**src/rtl/snake_tick_sequencer.sv**
```systemverilog
// Per-tick snake update sequencer: next head, wall check, body scan, commit, apple refill.
module snake_tick_sequencer #(
  parameter int unsigned GRID_W  = 40,
  parameter int unsigned GRID_H  = 30,
  parameter int unsigned MAX_LEN = 128,
  localparam int unsigned XW     = 6,
  localparam int unsigned YW     = 5,
  localparam int unsigned LW     = 8
) (
  input  logic          clk,
  input  logic          rst,
  input  logic          game_tick,
  input  logic [1:0]    dir,
  input  logic [XW-1:0] head_x,
  input  logic [YW-1:0] head_y,
  input  logic [LW-1:0] length,
  input  logic [XW-1:0] apple_x,
  input  logic [YW-1:0] apple_y,
  output logic [LW-1:0] body_rd_addr,
  input  logic [XW-1:0] body_rd_x,
  input  logic [YW-1:0] body_rd_y,
  output logic          move_en,
  output logic          grow,
  output logic [XW-1:0] next_x,
  output logic [YW-1:0] next_y,
  output logic          apple_req,
  input  logic          apple_done,
  output logic          busy,
  output logic          game_over,
  output logic          tick_overrun
);

  typedef enum logic [2:0] {
    S_IDLE   = 3'd0,
    S_CALC   = 3'd1,
    S_SCAN   = 3'd2,
    S_COMMIT = 3'd3,
    S_APPLE  = 3'd4,
    S_OVER   = 3'd5
  } state_e;

  localparam logic [1:0] DIR_UP    = 2'b00;
  localparam logic [1:0] DIR_DOWN  = 2'b01;
  localparam logic [1:0] DIR_LEFT  = 2'b10;

  state_e        state_q, state_d;
  logic [1:0]    dir_q, dir_d;
  logic [XW-1:0] hx_q, hx_d, ax_q, ax_d, nx_q, nx_d;
  logic [YW-1:0] hy_q, hy_d, ay_q, ay_d, ny_q, ny_d;
  logic [LW-1:0] len_q, len_d, n_q, n_d, j_q, j_d;
  logic          eat_q, eat_d;

  logic [LW-1:0] addr_q, addr_d;
  logic          move_en_q, move_en_d, grow_q, grow_d;
  logic [XW-1:0] next_x_q, next_x_d;
  logic [YW-1:0] next_y_q, next_y_d;
  logic          apple_req_q, apple_req_d, busy_q, busy_d;
  logic          game_over_q, game_over_d, tick_overrun_q, tick_overrun_d;

  logic [XW-1:0] cand_x;
  logic [YW-1:0] cand_y;
  logic          wall;
  logic          cand_eat;
  logic [LW-1:0] cand_n;
  logic          hit;

  // Candidate head cell and wall test from the latched snapshot
  always_comb begin
    cand_x = hx_q;
    cand_y = hy_q;
    wall   = 1'b0;
    unique case (dir_q)
      DIR_UP: begin
        cand_y = hy_q - YW'(1);
        wall   = (hy_q == '0);
      end
      DIR_DOWN: begin
        cand_y = hy_q + YW'(1);
        wall   = (hy_q == YW'(GRID_H - 1));
      end
      DIR_LEFT: begin
        cand_x = hx_q - XW'(1);
        wall   = (hx_q == '0);
      end
      default: begin
        cand_x = hx_q + XW'(1);
        wall   = (hx_q == XW'(GRID_W - 1));
      end
    endcase
    cand_eat = (cand_x == ax_q) && (cand_y == ay_q);
    // Tail cell is excluded from the scan when it vacates this tick
    cand_n   = cand_eat ? len_q : len_q - LW'(1);
    hit      = (body_rd_x == nx_q) && (body_rd_y == ny_q);
  end

  // Next-state and registered-output computation
  always_comb begin
    state_d        = state_q;
    dir_d          = dir_q;
    hx_d           = hx_q;
    hy_d           = hy_q;
    ax_d           = ax_q;
    ay_d           = ay_q;
    len_d          = len_q;
    nx_d           = nx_q;
    ny_d           = ny_q;
    eat_d          = eat_q;
    n_d            = n_q;
    j_d            = j_q;
    addr_d         = '0;
    move_en_d      = 1'b0;
    grow_d         = 1'b0;
    next_x_d       = '0;
    next_y_d       = '0;
    apple_req_d    = 1'b0;
    tick_overrun_d = tick_overrun_q;

    unique case (state_q)
      S_IDLE: begin
        if (game_tick) begin
          dir_d   = dir;
          hx_d    = head_x;
          hy_d    = head_y;
          ax_d    = apple_x;
          ay_d    = apple_y;
          len_d   = length;
          state_d = S_CALC;
        end
      end
      S_CALC: begin
        if (wall) begin
          state_d = S_OVER;
        end else begin
          nx_d  = cand_x;
          ny_d  = cand_y;
          eat_d = cand_eat;
          n_d   = cand_n;
          j_d   = '0;
          if (cand_n == '0) begin
            state_d = S_COMMIT;
          end else begin
            state_d = S_SCAN;
            addr_d  = (cand_n > LW'(1)) ? LW'(1) : '0;
          end
        end
      end
      S_SCAN: begin
        if (hit) begin
          state_d = S_OVER;
        end else if (j_q == n_q - LW'(1)) begin
          state_d = S_COMMIT;
        end else begin
          j_d    = j_q + LW'(1);
          // Only present addresses whose data will actually be compared
          addr_d = ((j_q + LW'(2)) < n_q) ? j_q + LW'(2) : '0;
        end
      end
      S_COMMIT: begin
        state_d = eat_q ? S_APPLE : S_IDLE;
      end
      S_APPLE: begin
        if (apple_done) state_d = S_IDLE;
      end
      S_OVER: begin
        state_d = S_OVER;
      end
      default: begin
        state_d = S_IDLE;
      end
    endcase

    if (game_tick && (state_q != S_IDLE) && (state_q != S_OVER)) tick_overrun_d = 1'b1;

    if (state_d == S_COMMIT) begin
      move_en_d = 1'b1;
      next_x_d  = nx_d;
      next_y_d  = ny_d;
      grow_d    = eat_d && (len_q < LW'(MAX_LEN));
    end
    apple_req_d = (state_q == S_COMMIT) && (state_d == S_APPLE);
    busy_d      = (state_d != S_IDLE) && (state_d != S_OVER);
    game_over_d = (state_d == S_OVER);
  end

  // State and output registers with synchronous reset
  always_ff @(posedge clk) begin
    if (rst) begin
      state_q        <= S_IDLE;
      dir_q          <= '0;
      hx_q           <= '0;
      hy_q           <= '0;
      ax_q           <= '0;
      ay_q           <= '0;
      len_q          <= '0;
      nx_q           <= '0;
      ny_q           <= '0;
      eat_q          <= 1'b0;
      n_q            <= '0;
      j_q            <= '0;
      addr_q         <= '0;
      move_en_q      <= 1'b0;
      grow_q         <= 1'b0;
      next_x_q       <= '0;
      next_y_q       <= '0;
      apple_req_q    <= 1'b0;
      busy_q         <= 1'b0;
      game_over_q    <= 1'b0;
      tick_overrun_q <= 1'b0;
    end else begin
      state_q        <= state_d;
      dir_q          <= dir_d;
      hx_q           <= hx_d;
      hy_q           <= hy_d;
      ax_q           <= ax_d;
      ay_q           <= ay_d;
      len_q          <= len_d;
      nx_q           <= nx_d;
      ny_q           <= ny_d;
      eat_q          <= eat_d;
      n_q            <= n_d;
      j_q            <= j_d;
      addr_q         <= addr_d;
      move_en_q      <= move_en_d;
      grow_q         <= grow_d;
      next_x_q       <= next_x_d;
      next_y_q       <= next_y_d;
      apple_req_q    <= apple_req_d;
      busy_q         <= busy_d;
      game_over_q    <= game_over_d;
      tick_overrun_q <= tick_overrun_d;
    end
  end

  assign body_rd_addr = addr_q;
  assign move_en      = move_en_q;
  assign grow         = grow_q;
  assign next_x       = next_x_q;
  assign next_y       = next_y_q;
  assign apple_req    = apple_req_q;
  assign busy         = busy_q;
  assign game_over    = game_over_q;
  assign tick_overrun = tick_overrun_q;

endmodule
```
**config.mk**
```make
export PLATFORM = sky130hd
export DESIGN_NAME = snake_tick_sequencer
export DESIGN_NICKNAME = d
export VERILOG_FILES = /design/src/rtl/snake_tick_sequencer.sv
export SDC_FILE = /design/constraint.sdc
export NUM_CORES = 1
export LEC_CHECK = 0
export CAP_MARGIN = 20
export CORE_UTILIZATION = 50
export DETAILED_ROUTE_END_ITERATION = 7
export PLACE_DENSITY_LB_ADDON = 0.25
export SYNTH_ARGS = -nofsm -noshare
export SYNTH_HDL_FRONTEND = slang
export SYNTH_SLANG_ARGS = --single-unit
```
**constraint.sdc**
```tcl
create_clock -name clk -period 5.1 [get_ports clk]
set_clock_uncertainty 0.1 [all_clocks]
set_input_delay 1.02 -clock clk [delete_from_list [all_inputs] [get_ports clk]]
set_output_delay 1.02 -clock clk [all_outputs]
set_load 0.01 [all_outputs]
```
# After elaboration in Yosys (flattened, before gate mapping)
# Cells that the tools add are included.
# totals
out_inout_bits,25
regBits,88
# classes
reduce_logical,20
n_lt_le_gt_ge,3
mux,30
add_sub_neg,8
eq_ne,22
n_bitwise,2
# op_table
operator,n
8-bit two-way mux,7
8-bit case mux with 2 select lines,2
3-bit two-way mux,6
3-bit case mux with 6 select lines,1
8-bit by 1-bit subtractor with 8-bit output (second input constant),2
3-bit == test (second input constant),4
6-bit == test,2
6-bit two-way mux,2
6-bit case mux with 2 select lines,1
5-bit == test,2
5-bit two-way mux,2
5-bit case mux with 2 select lines,1
3-bit by 2-bit == test with 1-bit output (second input constant),3
8-bit by 1-bit adder with 8-bit output (second input constant),1
8-bit by 2-bit adder with 8-bit output (second input constant),1
8-bit == test,1
8-bit by 1-bit > comparator with 1-bit output (second input constant),1
8-bit logical NOT,1
8-bit less-than comparator,1
8-bit less-than comparator (second input constant),1
1-bit logical AND,7
1-bit two-way mux,7
6-bit by 1-bit adder with 6-bit output (second input constant),1
6-bit == test (second input constant),1
other kinds (20),27

# Logic depth before layout (Yosys ltp)
# depth
word_depth,13
depth_mapped,15
depth_no_buf,11

# Worst setup path after synthesis
# Ideal clock, no wire load.
# synth_timing
path_kind,register to register
start,register dir_q[1]
end,register n_q[1]
path_buffers,4
setup_time_ns,0.083
arrival_time_ns,3.428
period_less_slack_ns,3.612
setup_slack_ns,1.488
path_stages_with_launch,15
path_cell_list,dfxtp_1 buf_2 clkbuf_1 buf_2 nor2b_1 fa_1 xor2_1 o21ai_0 xor2_1 or3_1 nand3b_1 or3_1 buf_6 mux2_4 o31ai_4
# synth_between
elab_chain_cells,6
elab_cells_between_ends,13
# synth_lines
item,line_no,text
from (decl),47,"logic [1:0] dir_q, dir_d;"
from (signal assigned),211,dir_q <= dir_d;
2-bit by 1-bit == test with 1-bit output / 2-bit logical NOT (equally long branches),72,unique case (dir_q)
2-bit OR reduction (no source line),n/a,
6-bit case mux with 2 select lines,72,
6-bit == test,90,cand_eat = (cand_x == ax_q) && (cand_y == ay_q);
1-bit logical AND,90,
8-bit two-way mux,92,cand_n = cand_eat ? len_q : len_q - LW'(1);
to (signal assigned),220,n_q <= n_d;
to (decl),50,"logic [LW-1:0] len_q, len_d, n_q, n_d, j_q, j_d;"
# Several ways; a longest one is shown, not always the timed one.
# A chain may end at the register's enable or synchronous reset.

# Worst setup path in the final report
# layout_timing
start,register dir_q[1]
end,"register next_x_q[3], in the netlist next_x[3]"
# layout_between
elab_chain_cells,13
elab_cells_between_ends,20
# layout_lines
item,line_no,text
2-bit by 1-bit == test with 1-bit output / 2-bit logical NOT (equally long branches),72,
2-bit OR reduction (no source line),n/a,
6-bit case mux with 2 select lines,72,
6-bit == test,90,
1-bit logical AND,90,
8-bit two-way mux,92,
8-bit logical NOT,139,if (cand_n == '0) begin
1-bit two-way mux,139,
3-bit two-way mux,131,if (wall) begin
3-bit case mux with 6 select lines,118,unique case (state_q)
3-bit by 2-bit == test with 1-bit output,174,if (state_d == S_COMMIT) begin
1-bit NOT (no source line),n/a,
2-bit OR reduction (no source line),n/a,
to (signal assigned),225,next_x_q <= next_x_d;
to (decl),55,"logic [XW-1:0] next_x_q, next_x_d;"
# Several ways; a longest one is shown, not always the timed one.

==> results.cfg <==
[outcome]
run_status = complete, no violations

[drt]
num_vias = 4246
routedWlPerCell_um = 14.4
ant_nets = 0
drt-total-wl_um = 11200
drtIter0Drc = 235
viasPerCell = 5.43
firstDrtPassIters = 5
drc = 0

[setup_path]
critPathMaxFanout = 29
crit_family = compound AO/OA/AOI/OAI gates
reg2reg_to = next_x[3]
reg2reg_depth = 10
cpMostUsedCell = xor2_1
crit_path_end_kind = flop
reg2reg_from = dir_q[1]
r2r_setup_slack_ns = 0.79
cp.depth = 10
crit_buf_inv = 0
endpoint = next_x[3]
cp.arrival_ns = 4.45
startpoint_type = flop
cp_slowest_cell = dfxtp_1
crit_path_cell_trace = nor2b_1 > fa_1 > xor2_1 > o21ai_0 > xor2_1 > or3_1 > nand4bb_1 > o31a_1 > o31ai_2 > nor2_1
cp-startpoint = dir_q[1]
max_stage_delay_ns = 0.94
cp.required_ns = 5.24
crit_type = reg2reg

[cts]
ctsResizeCount = 0
cts_tree = done
cts_inserted_buffers = 9
clk_pin_slew_ns = 0.11
hold_buffers = 0
h-tree-depth = 3
insertion_delay_ns = 0.38
clockBufferDepth = 2
root_buffer = clkbuf_8
cts.sinks = 88
cts_setup_buffers = 0

[logic_synthesis]
synth-seq-cells = 88
synth_seq_area_share_pct = 36.7
yosys_warnings = 0
async_flop_share_pct = 0
synth_edf_count = 0
avgSynthCellArea_um2 = 8.05
synth_fp_nets = 660
syn_inst = 596
syn-cell-area_mm2 = 0.00480
yosysUniqueCellTypes = 62
synthFlopType = dfxtp_1

[hold_path]
hold_class = reg2reg

[die]
die_x_um = 100
io_pins = 72
initial_utilization_pct = 51.7
fp.dieH_um = 100
row_count = 35
core-area_mm2 = 0.00928
die-area_mm2 = 0.0100

[sta]
finalSetupTns_ns = 0
max_freq_mhz = 232
drv_slew = 0
finalCriticalPeriod_ns = 4.31
finalHoldViolations = 0
worstMarginPinSlew_ns = 0.954
fin_hold_ws_ns = 0.372
fin_crit_sh_pct = 84.5
rsz0062_at_grt = no
relSlewSlack_pct = 36.0
setup_viol = 0

[cells_and_area]
area_delta_synth_final_pct = 20.6
fin_nets = 712
antenna_cells = 0
n_fill_cell = 825
final_cell_mix = 88 x dfxtp_1, 85 x nand2_1, 70 x clkdlybuf4s50_1
final_common_cell = dfxtp_1
drive_gt1_share_pct = 6.13

[global_route]
grt_use_total_pct = 23.6
antenna_found_initial = 0
grt_max_degree = 58
grt_pass1_vias = 3865
overflow = 0
grt_pass1_wl_um = 18600

[placement]
place_hpwl_um = 8230
globalplace.congestion = 0.922
io_buffers = 71

[job]
drv_cap = 0

[power]
ir_drop_v = 0.000199
p_leak_nw = 2.21
powerDensity_mw_per_mm2 = 445
## cell usage after synthesis (7+ instances only)
library cell	instances	area, um^2
or3_1	7	43.8
nand2b_1	8	50.1
clkbuf_1	27	101
nor4_1	10	62.6
ha_1	16	200
dfxtp_1	88	1760
xor2_1	36	315
o21ai_0	16	80.1
nor3_1	19	95.1
xnor2_1	18	158
inv_1	22	82.6
and3_1	9	56.3
nor2_1	65	244
nand3_1	10	50.1
a21oi_1	54	270
nand2_1	85	319
nand4_1	7	43.8
## through the flow
stage | power (W) | cell area [um^2] | util, % | cells | setup WS [ns]
after floorplan | 0.00179 | 4800 | - | 596 | 1.49
after global placement | 0.00202 | 5520 | 59.5 | 762 | 1.08
after detailed placement | 0.00205 | 5520 | 59.5 | 762 | 0.809
after CTS | 0.00253 | 5720 | 61.6 | 778 | 0.816
after global routing | 0.00278 | 5790 | 62.3 | 782 | 0.502
final | 0.00258 | 5790 | 62.3 | 782 | 0.792
## logic make-up after synthesis
kind of cell,Yosys count,synth area share [%]
AOI/OAI and AO/OA,116,15.8
xor gates and xnor gates,55,10.4
adders and majority gates,17,4.59
buffers and inverters,58,5.01
DFF,88,36.7
muxes,8,1.80
and+or+nand+nor,254,25.7
## per-layer routing
layer	vias to the layer above	wire length [um]	track usage, %
li1	2167	-	-
met3	16	646	3.90
met4	0	217	8.58
met5	-	0	0
met1	1928	5370	33.3
met2	135	4990	36.4
## power by group
part	switching [W]	leakage, nW	internal (W)
sequential	0.000163	0.716	0.000795
combinational	0.000622	1.39	0.000511
clock	0.000291	0.102	0.000194
total	0.00108	2.21	0.00150
## flip-flops by register name, summed over array words and instances (netlist names), 2 cells and up
register / cells
ay_q: 5
hy_q: 5
n_q: 8
body_rd_addr: 8
state_q: 3
nx_q: 6
j_q: 8
next_x: 6
len_q: 8
ax_q: 6
dir_q: 2
ny_q: 5
next_y: 5
hx_q: 6
## worst min-delay path by stage
stage,from,endpoint,slack [ns],cells after the start
after floorplan,ay_q[4],ay_q[4],0.34,2
after global placement,ax_q[0],ax_q[0],0.36,2
after detailed placement,tick_overrun,tick_overrun,0.36,2
after CTS,ax_q[0],ax_q[0],0.38,2
after global routing,tick_overrun,tick_overrun,0.40,2
final,ax_q[5],ax_q[5],0.37,2
## cell type report
class                      instances  area, um^2  share of cell area, %
sequential                        88        1760                   30.4
multi-input combinational        450        2800                   48.3
tap                              129         161                   2.79
clock buffer                       9         124                   2.14
clock inverter                     7        71.3                   1.23
timing repair buffer              77         788                   13.6
inverter                          22        82.6                   1.43
## worst min-delay path, cell delays in order (launching register included)
cell and delay [ns]:
dfxtp_1 0.33, nand2_1 0.05, a21oi_1 0.05
(Power assumes the default switching activity.)
